==> src/rtl/ram_port_arbiter.sv <==
// rtl/ram_port_arbiter.sv - two-port round-robin arbiter and sequencer for the change-detecting word RAM
module ram_port_arbiter #(
    parameter int ADDR_LSB_W = 12,
    parameter int TIMEOUT    = 16
) (
    input  logic        clk,
    input  logic        rst_n,
    input  logic        req0,
    input  logic        req1,
    input  logic        mode0,
    input  logic        mode1,
    input  logic [31:0] addr0,
    input  logic [31:0] addr1,
    input  logic [31:0] wdata0,
    input  logic [31:0] wdata1,
    output logic        ack0,
    output logic        ack1,
    output logic        err,
    output logic [31:0] rdata,
    output logic [31:0] ram_address,
    output logic [31:0] ram_data,
    output logic        ram_mode,
    input  logic        ram_response,
    input  logic [31:0] ram_out
);

    localparam int CNT_W = $clog2(TIMEOUT + 1);
    localparam logic [CNT_W-1:0] CNT_LAST = CNT_W'(TIMEOUT - 1);

    typedef enum logic [1:0] {IDLE, ISSUE, WAIT, DONE} state_t;

    state_t           state, state_nx;
    logic             gnt, gnt_nx;
    logic             last_grant, last_grant_nx;
    logic             first_cyc, first_nx;
    logic [CNT_W-1:0] cnt, cnt_nx;
    logic [31:0]      ram_address_nx, ram_data_nx, rdata_nx;
    logic             ram_mode_nx, ack0_nx, ack1_nx, err_nx;

    logic             pick, sel_mode, skip_hit, complete, timed_out;
    logic [31:0]      sel_addr, sel_wdata;

    // Requester selection and the "RAM already holds this" write detection.
    always_comb begin
        pick      = (req0 && req1) ? ~last_grant : req1;
        sel_mode  = pick ? mode1  : mode0;
        sel_addr  = pick ? addr1  : addr0;
        sel_wdata = pick ? wdata1 : wdata0;
        skip_hit  = sel_mode && ram_mode
                    && (sel_addr[ADDR_LSB_W-1:0] == ram_address[ADDR_LSB_W-1:0])
                    && (sel_wdata == ram_data);
    end

    always_comb begin
        state_nx       = state;
        gnt_nx         = gnt;
        last_grant_nx  = last_grant;
        first_nx       = first_cyc;
        cnt_nx         = cnt;
        ram_address_nx = ram_address;
        ram_data_nx    = ram_data;
        ram_mode_nx    = ram_mode;
        rdata_nx       = rdata;
        ack0_nx        = 1'b0;
        ack1_nx        = 1'b0;
        err_nx         = 1'b0;
        complete       = 1'b0;
        timed_out      = 1'b0;

        case (state)
            IDLE: begin
                if (req0 || req1) begin
                    gnt_nx   = pick;
                    cnt_nx   = '0;
                    first_nx = 1'b1;
                    if (skip_hit) begin
                        state_nx = DONE;
                    end else begin
                        ram_address_nx = sel_addr;
                        ram_mode_nx    = sel_mode;
                        // Reads invert the data lines so even a repeated read is seen as a change.
                        ram_data_nx    = sel_mode ? sel_wdata : ~ram_data;
                        state_nx       = ISSUE;
                    end
                end
            end
            ISSUE, WAIT: begin
                first_nx = 1'b0;
                if (state == WAIT && !ram_response) begin
                    complete = 1'b1;
                    if (!ram_mode) begin
                        rdata_nx = ram_out;
                    end
                end else if (cnt == CNT_LAST) begin
                    complete  = 1'b1;
                    timed_out = 1'b1;
                end else begin
                    cnt_nx = cnt + CNT_W'(1);
                    // The first ISSUE cycle may still see busy left over from a previous access.
                    if (state == ISSUE && !first_cyc && ram_response) begin
                        state_nx = WAIT;
                    end
                end
            end
            DONE: begin
                complete = 1'b1;
            end
            default: begin
                state_nx = IDLE;
            end
        endcase

        if (complete) begin
            state_nx      = IDLE;
            ack0_nx       = ~gnt;
            ack1_nx       = gnt;
            err_nx        = timed_out;
            last_grant_nx = gnt;
        end
    end

    always_ff @(posedge clk or negedge rst_n) begin
        if (!rst_n) begin
            state       <= IDLE;
            gnt         <= 1'b0;
            last_grant  <= 1'b1;
            first_cyc   <= 1'b0;
            cnt         <= '0;
            ram_address <= '0;
            ram_data    <= '0;
            ram_mode    <= 1'b0;
            rdata       <= '0;
            ack0        <= 1'b0;
            ack1        <= 1'b0;
            err         <= 1'b0;
        end else begin
            state       <= state_nx;
            gnt         <= gnt_nx;
            last_grant  <= last_grant_nx;
            first_cyc   <= first_nx;
            cnt         <= cnt_nx;
            ram_address <= ram_address_nx;
            ram_data    <= ram_data_nx;
            ram_mode    <= ram_mode_nx;
            rdata       <= rdata_nx;
            ack0        <= ack0_nx;
            ack1        <= ack1_nx;
            err         <= err_nx;
        end
    end

endmodule

==> config.mk <==
export PLATFORM = sky130hd
export DESIGN_NAME = ram_port_arbiter
export DESIGN_NICKNAME = d
export VERILOG_FILES = /design/src/rtl/ram_port_arbiter.sv
export SDC_FILE = /design/constraint.sdc
export NUM_CORES = 1
export LEC_CHECK = 0
export CAP_MARGIN = 20
export CORE_MARGIN = 4
export CORE_UTILIZATION = 51
export DETAILED_ROUTE_END_ITERATION = 8
export DONT_BUFFER_PORTS = 1
export PLACE_DENSITY_LB_ADDON = 0.15
export SYNTH_ARGS = -nofsm -noshare
export SYNTH_HDL_FRONTEND = slang
export SYNTH_SLANG_ARGS = --single-unit
==> constraint.sdc <==
create_clock -name clk -period 4.41 [get_ports clk]
set_input_delay 0.441 -clock clk [delete_from_list [all_inputs] [get_ports clk]]
set_output_delay 0.441 -clock clk [all_outputs]
set_load 0.01 [all_outputs]
==> impl_results.md, run 1 <==
- Status: finished clean
- N_diodes: 0
- Least-Margin Pin Slew: 0.987 ns
- Max-slew headroom: 0.340
- Post-synth EDFFs: 0
- Total Die Area: 14400 µm²
- Area added between synthesis and finish: 6.78%
- First-pass iteration count of the detailed router: 5
- Setup TNS: 0 ns
- Reg clk slew, reported paths: 0.08 ns
- Post-CTS Resized: 0
- Largest net degree at the start of global routing: 111
- Post-DP HPWL: 13000 µm
- Row cnt: 40
- Skew-Pair Late Insertion Delay: around 0.35 ns
- Max Buffers Root-to-Sink: 2
- Worst reg2reg path depth: 9
- GRT Overall Usage: 0.238
- CTS Root Cell: clkbuf_16
- Final nets: slightly above 800
- HP Class: input port to async pin
- Setup Fix Bufs, Post-CTS: 0
- Post-synth ARST share: 1.00
- Crit path kind: flip-flop to flip-flop
- DRT iter0 DRCs: 269
- Critical Path Source Type: flip-flop
- Num CTS Buffers: 9
- I/O Buffers: 0
- Htree depth: 3
- Final Hold Viols: 0
- Cells after Synth: 658
- Post-synth cell types: 54
- Initial antenna violation count: 0
- Syn nets: about 830
- Critical path, cell by cell: a21boi_4, buf_4, mux2i_1, a2bb2oi_1, o2111ai_1, or4_1, nor4_4, nor2_4, mux2_4
- Synthesized flop and latch total: 110
- Layout fillers: 1073
- Final design utilization: 0.562
- Via count: 4834
- Pwr Density: 699 nW/µm²
- Via/cell ratio: 5.95
- Seq/Total Area, Yosys: 0.430
- Initial Util: 0.527
- Worst-path maximum fanout: 29
- Ports: 267
- Syn_area_per_cell: about 9.7 µm²
- Worst Hold Slack: ~0.002 ns
- Clock sink count: 110
- WL/cell: 21.1 µm
- Leakage power: 2.97 nW
- Core area: 12200 µm²
- Hold-fix buffer count after cts: 1
- First-pass GRT wire length: 27000 µm
- Die Wd: 120 µm
- CTS tree: done
- Number of global-route vias before repair: approximately 5000
- Final period util: 0.794
- Routed wire length: 17100 µm
- Grt total ovfl: 0
- Max-cap viol count: 0
- Layout cell share with drive strength beyond 1: 0.148
- FMAX: 286 MHz
- Final Max Slew Viols: 0
- Yosys warning count: 0
- Placer Congestion: ~0.85
- Cell at the slowest stage of the critical path: a21boi_4
- Crit path DAT: 3.74 ns
- Peak supply drop: roughly 0.34 mV
- CP endpoint kind: flip-flop
- Worst path max stage delay: 0.57 ns
- Remaining DRCs: 0
- RSZ-0062 raised after global routing: false
- ANT nets after route: 0
- Synth Flop Type: dfrtp_1
- Max Clock Skew: 0.0101 ns
- Mapped Area: 6410 µm²
- Die span in y: 120 µm
- Critical Path RT: roughly 4.7 ns
- Crit path time final: roughly 3.5 ns
- # setup viols final: 0
area by class of cell:
cell class              instances  area, µm²  area share
multi-input cells             488       3420       0.500
flip-flops and latches        110       2750       0.403
clock buffers                   9        225      0.0329
well taps                     168        210      0.0307
repair buffers                  8       92.6      0.0135
inverters                      23       86.3      0.0126
clock inverters                 6       53.8     0.00787
metrics by stage:
stage / total power, mW / std cells / setup WS (ns) / cell area (µm²)
6_report: 4.78 / 812 / 0.909 / 6840
5_1_grt: 5.16 / 812 / 0.747 / 6840
4_1_cts: 4.83 / 812 / 0.940 / 6840
3_5_place_dp: 4.01 / 796 / 0.884 / 6530
3_3_place_gp: 3.93 / 796 / 0.969 / 6530
2_1_floorplan: 3.53 / 658 / 1.34 / 6410
kinds of logic after synthesis:
kind of cell / share of synthesized area
AND/OR/NAND/NOR: 0.153
AO/OA/AOI/OAI: 0.152
flip-flops: 0.430
multiplexers: 0.170
buffers and inverters: 0.0422
XOR/XNOR: 0.0424
adder cells (fa/ha/maj): 0.0117
Yosys cell counts (3+ instances only):
library cell  instances  share of area
buf_6                 4         0.0070
o22ai_1               9         0.0088
nand3_1               3         0.0023
ha_1                  6          0.012
xor2_1               10          0.014
a21o_1                3         0.0035
a22o_1                3         0.0041
mux2_2               52          0.091
mux2i_1              34          0.053
nand2b_1              6         0.0059
buf_1                 7         0.0041
inv_1                23          0.013
dfrtp_1             109           0.43
o31ai_1              36          0.042
buf_2                 3         0.0023
o2111ai_1             5         0.0068
clkbuf_1             22          0.013
nand2_1              94          0.055
o21ai_0              57          0.045
nand4_1               6         0.0059
nor2_1               41          0.024
a21oi_1              10         0.0078
xnor2_1              21          0.029
mux2_4                7          0.016
nor3_1                3         0.0023
nor2b_1              43          0.042
mux2i_2               4         0.0086
or4_1                 3         0.0035
sequential cells by signal (all words and copies together) (netlist names):
name / cells
rdata: 32
ram_mode: 1
cnt: 5
ram_address: 32
last_grant: 1
gnt: 1
err: 1
ack0: 1
first_cyc: 1
ack1: 1
ram_data: 32
state: 2
path summary, 6_finish.rpt:
check                                 from         endpoint  slack, ns
worst min register to register   first_cyc        first_cyc       0.48
worst max-delay path            last_grant  ram_address[30]       0.91
min in group clk                ram_out[2]         rdata[2]       0.24
max in group asynchronous            rst_n   ram_address[0]       3.95
worst max register to register  last_grant  ram_address[30]       0.91
worst min-delay path                 rst_n           cnt[2]      0.002
critical path: cells and delay by family, from the launching register on:
kind	cells	cell delay, ns
AO/OA/AOI/OAI	3	0.93
buffers and inverters	1	0.29
multiplexers	2	0.73
AND/OR/NAND/NOR	3	1.04
flip-flops	1	0.39
per-layer routing:
metal  track usage  share of wire  up-vias
li1              -              -     2275
met1         0.278           0.38     2340
met2         0.406           0.50      201
met3        0.0886           0.10       18
met4        0.0716          0.016        0
met5             0              0        -
report_power, final:
part,leakage [nW],switching (mW),internal [mW],total [mW]
clock,0.140,0.392,0.393,0.785
sequential,1.34,0.779,1.51,2.29
combinational,1.48,0.862,0.849,1.71
cell usage in the layout (no fill, tap or decap), drive strengths merged, types with 8 or more instances in the layout:
| cell | instances |
|---|---|
| buf | 8 |
| o31ai | 36 |
| nor2b | 43 |
| clkbuf | 9 |
| nand2 | 94 |
| mux2i | 38 |
| xor2 | 10 |
| inv | 27 |
| xnor2 | 21 |
| o21ai | 57 |
| o22ai | 9 |
| a21oi | 10 |
| mux2 | 59 |
| nor2 | 42 |
| dfrtp | 109 |
(Power assumes the default switching activity.)
==> run 2: changes to the inputs <==
ABC_AREA = 1   (was default)
clock period = 3.2 ns   (was 4.41 ns; I/O delays follow)
==> run 2 against run 1 <==
Register-to-register slack got worse by 0.44 ns. Critical path depth grew 5. Non-clock buffer count grew 6. Largest cell class unchanged.
==> impl_results.md, run 2 <==
- Setup Fix Bufs, Post-CTS: 0 (unchanged)
- Row cnt: 41 (+2.5%)
- Setup TNS: 0 ns (unchanged)
- Max-cap viol count: 0 (unchanged)
- RR Startpoint: last_grant
- Crit Reg-Reg Endpoint: ram_data[13]
- CTS Root Cell: clkbuf_16
- # setup viols final: 0 (unchanged)
- Core area: 12800 µm² (+5.0%)
- Htree depth: 3 (unchanged)
- Skew-Pair Late Insertion Delay: 0.35 ns (about the same)
- Compound-Gate Fraction of Synth Area: 0.0351 (-0.117)
- Remaining DRCs: 0 (unchanged)
- Synth Flop Type: dfrtp_1
- Status: finished clean
- GRT Overall Usage: 0.244 (+0.00581)
- Largest net degree at the start of global routing: 111 (unchanged)
- Max-slew headroom: 0.565 (+0.225)
- Final nets: 1119 (+38%)
- Yosys warning count: 0 (unchanged)
- Hold Path Origin: ram_out[17]
- Post-synth EDFFs: 0 (unchanged)
- Ports: 267 (unchanged)
- XOR/XNOR Fraction of Synth Area: 0.00130 (-0.0411)
- Proportion of synthesized area in mux cells: 0.0549 (-0.115)
- Clock sink count: 110 (unchanged)
- Final design utilization: 0.562 (about the same)
- Synthesized flop and latch total: 110 (unchanged)
- Leakage power: 3.92 nW (+32%)
- Syn nets: 1148 (+38%)
- Final Max Slew Viols: 0 (unchanged)
- CTS tree: done
- Largest family of logic cells by synthesized area: simple AND/OR/NAND/NOR gates
- R2R Setup Slk: 0.47 ns (-0.44 ns)
- Post-DP HPWL: 12900 µm (-0.24%)
- Critical Path Source Type: flip-flop
- GR Util met2: 0.404 (-0.00187)
- HP Class: input port to flip-flop
- Pwr Density: 908 nW/µm² (+30%)
- Routed wire length: 18600 µm (+8.8%)
- Largest regs: ram_address x32, ram_data x32, rdata x32
- Worst reg2reg path depth: 14 (+5)
- First-pass iteration count of the detailed router: 6 (+1)
- FMAX: 366 MHz (+28%)
- Yosys top cell by area: dfrtp_1
- Final Hold Viols: 0 (unchanged)
- Commonest cells post-synth: nand2_1 (420), nand3_1 (167), dfrtp_1 (109), inv_1 (84), o21ai_0 (38)
- Least-Margin Pin Slew: 0.652 ns (-0.336 ns)
- Worst-path maximum fanout: 55 (+90%)
- DRT iter0 DRCs: 431 (+60%)
- Hold Crit Endpoint: rdata[17]
- Number of global-route vias before repair: 5794 (+16%)
- WL/cell: 16.6 µm (-21%)
- Reg clk slew, reported paths: 0.07 ns (about the same)
- Crit path DAT: 2.97 ns (-0.77 ns)
- Crit path time final: 2.73 ns (-0.769 ns)
- Most frequent cells in the layout: nand2_1 (416), nand3_1 (166), dfrtp_1 (109), inv_1 (84), o21ai_0 (38)
- CP endpoint kind: flip-flop
- Crit path kind: flip-flop to flip-flop
- Place WS: 0.459 ns (-0.425 ns)
- Die span in y: 123 µm (+2.4%)
- Post-synth ARST share: 1.00 (unchanged)
- I/O Buffers: 0 (unchanged)
- Via/cell ratio: 5.39 (-9.5%)
- Cells after Synth: 975 (+48%)
- RSZ-0062 raised after global routing: false
- Met3 usage: 0.0613 (-0.0273)
- Mapped Area: 6750 µm² (+5.3%)
- Top Usage Layer GRT: met2
- Layout fillers: 1247 (+16%)
- Seq/Total Area, Yosys: 0.408 (-0.0216)
- Post-CTS Resized: 0 (unchanged)
- Most numerous cell in the Yosys netlist: nand2_1
- Peak supply drop: 0.432 mV (+25%)
- Max Buffers Root-to-Sink: 2 (unchanged)
- Syn_area_per_cell: 6.92 µm² (-29%)
- Initial antenna violation count: 0 (unchanged)
- Max Clock Skew: 0.00769 ns (-0.00245 ns)
- Placer Congestion: 0.812 (-4.8%)
- Num CTS Buffers: 9 (unchanged)
- Leading post-synthesis cells by cell area: dfrtp_1 (40%), nand2_1 (23%), nand3_1 (12%)
- Area added between synthesis and finish: 6.51%
- Final period util: 0.854 (+0.0597)
- Total Die Area: 15100 µm² (+4.9%)
- First-pass GRT wire length: 29200 µm (+8.3%)
- Routing usage on met1: 0.311 (+0.0328)
- ANT nets after route: 0 (unchanged)
- Die Wd: 123 µm (+2.4%)
- Via count: 6058 (+25%)
- Initial Util: 0.528 (+0.00131)
- Simple-gate area share of the yosys netlist: 0.403 (+0.251)
- Layout cell share with drive strength beyond 1: 0.0726 (-0.0750)
- Final critical-path setup slack: 0.468 ns (-0.441 ns)
- Grt total ovfl: 0 (unchanged)
- Post-synthesis adder-cell area fraction: 0.0111 (-0.000589)
- Post-synth cell types: 25 (-54%)
- Hold Path Stages: 1
- Commonest non-fill, non-tap cell in the layout: nand2_1
- Post-synth top area share: 0.404 (-0.0214)
- Critical Path RT: 3.43 ns (-1.22 ns)
[run 2: final cells by class]
cell class / count / area (µm²) / area share
Antenna cell: 1 / 2.50 / 0.000348
Clock buffer: 10 / 229 / 0.0319
Clock inverter: 6 / 53.8 / 0.00749
Inverter: 85 / 319 / 0.0444
Multi-Input combinational cell: 726 / 3430 / 0.478
Sequential cell: 110 / 2750 / 0.383
Tap cell: 172 / 215 / 0.0300
Timing Repair Buffer: 14 / 178 / 0.0247
[run 2: how the worst max path moves through the flow]
stage                         endpoint  cells after the start  startpoint  slack [ns]
after global placement     ram_data[8]                     16  last_grant        0.50
after detailed placement  ram_data[13]                     15  last_grant        0.46
after CTS                 ram_data[13]                     16  last_grant        0.42
after global routing       ram_data[8]                     16  last_grant        0.13
after floorplan           ram_data[29]                     15  last_grant        1.13
final                     ram_data[13]                     14  last_grant        0.47
[run 2: metal layers]
metal | wire, µm | share of wire | vias up
met5 | 0 | 0 | -
met1 | 7780 | 0.42 | 2768
met3 | 1680 | 0.090 | 29
met2 | 8750 | 0.47 | 230
li1 | - | - | 3031
met4 | 433 | 0.023 | 0
[run 2: kinds of logic (layout without fill, tap and decap cells)]
group,count (synthesis),count (layout)
and+or+nand+nor,640,640
buffers and inverters,139,115
DFF,110,110
AOI/OAI and AO/OA,46,46
muxes,33,33
adders and majority gates,6,6
xor gates and xnor gates,1,1
other,0,1
[run 2: timing repair]
action / 4_1_cts / 5_1_grt
hold buffers: 2 / 0
endpoints found under the setup margin: 0 / 0
endpoints found under the hold margin: 110 / 0
[run 2: per-stage QoR]
stage / area, µm² / instances / hold WS [ns] / power (mW)
final: 7180 / 1124 / 0.113 / 6.52
after global placement: 6860 / 1105 / 0.0279 / 5.39
after floorplan: 6750 / 975 / 0.0244 / 4.77
after CTS: 7180 / 1123 / 0.0998 / 6.59
after detailed placement: 6860 / 1105 / 0.0278 / 5.45
after global routing: 7180 / 1123 / 0.0985 / 7.10
[run 2: worst max-delay path, stage by stage, from the launching register on]
cell	delay, ns
dfstp_2	0.38
nand2_2	0.07
buf_4	0.50
nand3_1	0.23
nand2_1	0.15
nand2_1	0.06
nand2_1	0.06
nand2_1	0.06
nor2_1	0.10
nand2_1	0.06
nor2_1	0.29
nand3_2	0.16
buf_4	0.28
nand3_1	0.11
nand2_1	0.07
[run 2: power breakdown]
part | switching (mW) | internal (mW)
registers | 0.980 | 2.05
logic | 1.43 | 0.977
clock network | 0.541 | 0.545
==> run 3: changes to the inputs <==
CORE_MARGIN = 2   (was 4)
CORE_UTILIZATION = 30   (was 51)
HOLD_SLACK_MARGIN = 0.1   (was default)
==> run 3 against run 2 <==
Sequential share of layout area is 2.3 points lower. Critical path depth is 1 higher. Worst hold slack better by 0.075 ns. Final cell count grew 12%. Non-clock buffer count grew 31. Core utilization fell by 21 points. Critical endpoint is now ram_address[1]. Clock-buffer cell count decreased by 1. Power grew 2.0%.
==> impl_results.md, run 3 (synthesized netlist as in run 2, its figures left out) <==
- N_diodes: 0 (-1)
- Max-cap viol count: 0 (unchanged)
- Clock share of power: 0.177 (+0.010)
- Crit path time final: 2.64 ns (-0.0897 ns)
- Internal Pwr Total: 3.60 mW (+0.87%)
- CP most frequent cell: nand2_1
- HP Class: input port to flip-flop
- ANT nets after route: 0 (unchanged)
- Critical path, cell by cell: nand2_2, nand2_2, buf_12, nand2_1, nand2_1, nand2_1, nand2_1, nand2_1, nor2_1, nand2_1, nor2_1, nand3_2, buf_4, nand3_1, nand2_1
- Worst path max stage delay: 0.54 ns (+0.04 ns)
- Final Max Slew Viols: 0 (unchanged)
- Via/cell ratio: 4.84 (-10%)
- Routed wire length: 20700 µm (+11%)
- Commonest non-fill, non-tap cell in the layout: nand2_1
- Reg clk slew, reported paths: 0.08 ns (about the same)
- Remaining DRCs: 0 (unchanged)
- Setup TNS: 0 ns (unchanged)
- DRT iter0 DRCs: 329 (-24%)
- WL/cell: 16.4 µm (-1.1%)
- Die Wd: 154 µm (+25%)
- # setup viols final: 0 (unchanged)
- CTS tree: done
- Clock sink count: 110 (unchanged)
- Hold Path Stages: 4 (+3)
- FMAX: 378 MHz (+3.4%)
- Ports: 267 (unchanged)
- Most frequent cells in the layout: nand2_1 (416), nand3_1 (166), dfrtp_1 (109), inv_1 (84), o21ai_0 (38)
- CTS Root Cell: clkbuf_16
- Max Clock Skew: 0.00677 ns (-0.000914 ns)
- Final nets: 1150 (+2.8%)
- Die span in y: 154 µm (+25%)
- Hold-fix buffer count after cts: 34 (+32)
- Htree depth: 3 (unchanged)
- Least-Margin Pin Slew: 0.813 ns (+0.161 ns)
- Critical Path RT: 3.45 ns (+0.02 ns)
- Post-DP HPWL: 14000 µm (+8.1%)
- Grt total ovfl: 0 (unchanged)
- RSZ-0062 raised after global routing: false
- Crit path kind: flip-flop to flip-flop
- Initial antenna violation count: 0 (unchanged)
- Worst-path maximum fanout: 50 (-9.1%)
- First-pass iteration count of the detailed router: 5 (-1)
- Initial Util: 0.307 (-0.221)
- Placer Congestion: 0.750 (-7.6%)
- GRT Overall Usage: 0.178 (-0.0653)
- Num CTS Buffers: 9 (unchanged)
- Crit path DAT: 2.89 ns (-0.08 ns)
- Core area: 22000 µm² (+72%)
- Final period util: 0.826 (-0.0280)
- Row cnt: 54 (+32%)
- Seq pwr share: 0.455 (-0.009)
- Peak supply drop: 0.322 mV (-25%)
- Leakage power: 4.05 nW (+3.4%)
- Switching portion of total power: 0.459 (+0.00621)
- Number of global-route vias before repair: 6023 (+4.0%)
- Sw power: 3.05 mW (+3.4%)
- Max Buffers Root-to-Sink: 2 (unchanged)
- Final critical-path setup slack: 0.558 ns (+0.0897 ns)
- Total Die Area: 23700 µm² (+57%)
- Largest regs: ram_address x32, ram_data x32, rdata x32
- Max-slew headroom: 0.458 (-0.107)
- Status: finished clean
- Largest net degree at the start of global routing: 111 (unchanged)
- Critical Path Source Type: flip-flop
- Area added between synthesis and finish: 13.4%
- RR Startpoint: last_grant
- Via count: 6104 (+0.76%)
- Layout cell share with drive strength beyond 1: 0.0703 (-0.00229)
- I/O Buffers: 0 (unchanged)
- Post-CTS Resized: 0 (unchanged)
- First-pass GRT wire length: 33400 µm (+14%)
- Skew-Pair Late Insertion Delay: 0.36 ns (about the same)
- Setup Fix Bufs, Post-CTS: 0 (unchanged)
- Pwr Density: 870 nW/µm² (-4.1%)
- Critical path startpoint: last_grant
- Place WS: 0.542 ns (+0.0829 ns)
- Hold Path Origin: addr1[29]
- Worst reg2reg path depth: 15 (+1)
- Cell at the slowest stage of the critical path: dfstp_2
- Share of power burned in combinational logic: 0.368 (about the same)
- CP endpoint kind: flip-flop
- Layout fillers: 2341 (+88%)
- Final Hold Viols: 0 (unchanged)
[run 3: worst max-delay path, delay by kind of cell, from the launching register on]
family | cells | cell delay [ns]
AND/OR/NAND/NOR | 13 | 1.41
buffers and inverters | 2 | 0.54
flip-flops | 1 | 0.54
[run 3: final cells by class]
type                    count  area (µm²)  area share
repair buffers             45         478      0.0625
multi-input cells         726        3430       0.449
clock buffers               9         225      0.0295
flip-flops and latches    110        2750       0.360
inverters                  85         319      0.0417
well taps                 280         350      0.0458
clock inverters             7        86.3      0.0113
[run 3: path summary, 6_finish.rpt]
kind,slack [ns],to
worst min-delay path,0.19,ram_address[29]
min in group asynchronous,0.54,ram_data[20]
worst max-delay path,0.56,ram_address[1]
worst min register to register,0.42,ack0
max in group asynchronous,2.15,rdata[15]
worst max register to register,0.56,ram_address[1]
[run 3: per-stage QoR]
| step | area [µm²] | util | hold WS, ns | power (mW) | instances |
|---|---|---|---|---|---|
| global route | 7650 | 0.348 | 0.197 | 7.32 | 1262 |
| detailed placement | 6980 | 0.318 | 0.0294 | 5.50 | 1212 |
| global placement | 6980 | 0.318 | 0.0299 | 5.47 | 1212 |
| finish | 7650 | 0.348 | 0.188 | 6.66 | 1262 |
| floorplan | 6750 | - | 0.0244 | 4.77 | 975 |
| CTS | 7650 | 0.348 | 0.169 | 6.78 | 1262 |
[run 3: power by group through the flow]
stage | Combinational (mW) | Clock, mW | Sequential, mW
after floorplan | 1.97 | 0 | 2.79
after global placement | 2.40 | 0 | 3.07
after detailed placement | 2.44 | 0 | 3.06
after CTS | 2.51 | 1.23 | 3.04
after global routing | 2.88 | 1.29 | 3.14
final | 2.45 | 1.18 | 3.03
[run 3: metal layers]
layer,vias up,routed length [µm],track usage
met2,194,9680,0.296
met5,-,0,0
met3,15,1670,0.0527
met1,2801,9110,0.228
li1,3094,-,-
met4,0,254,0.0441
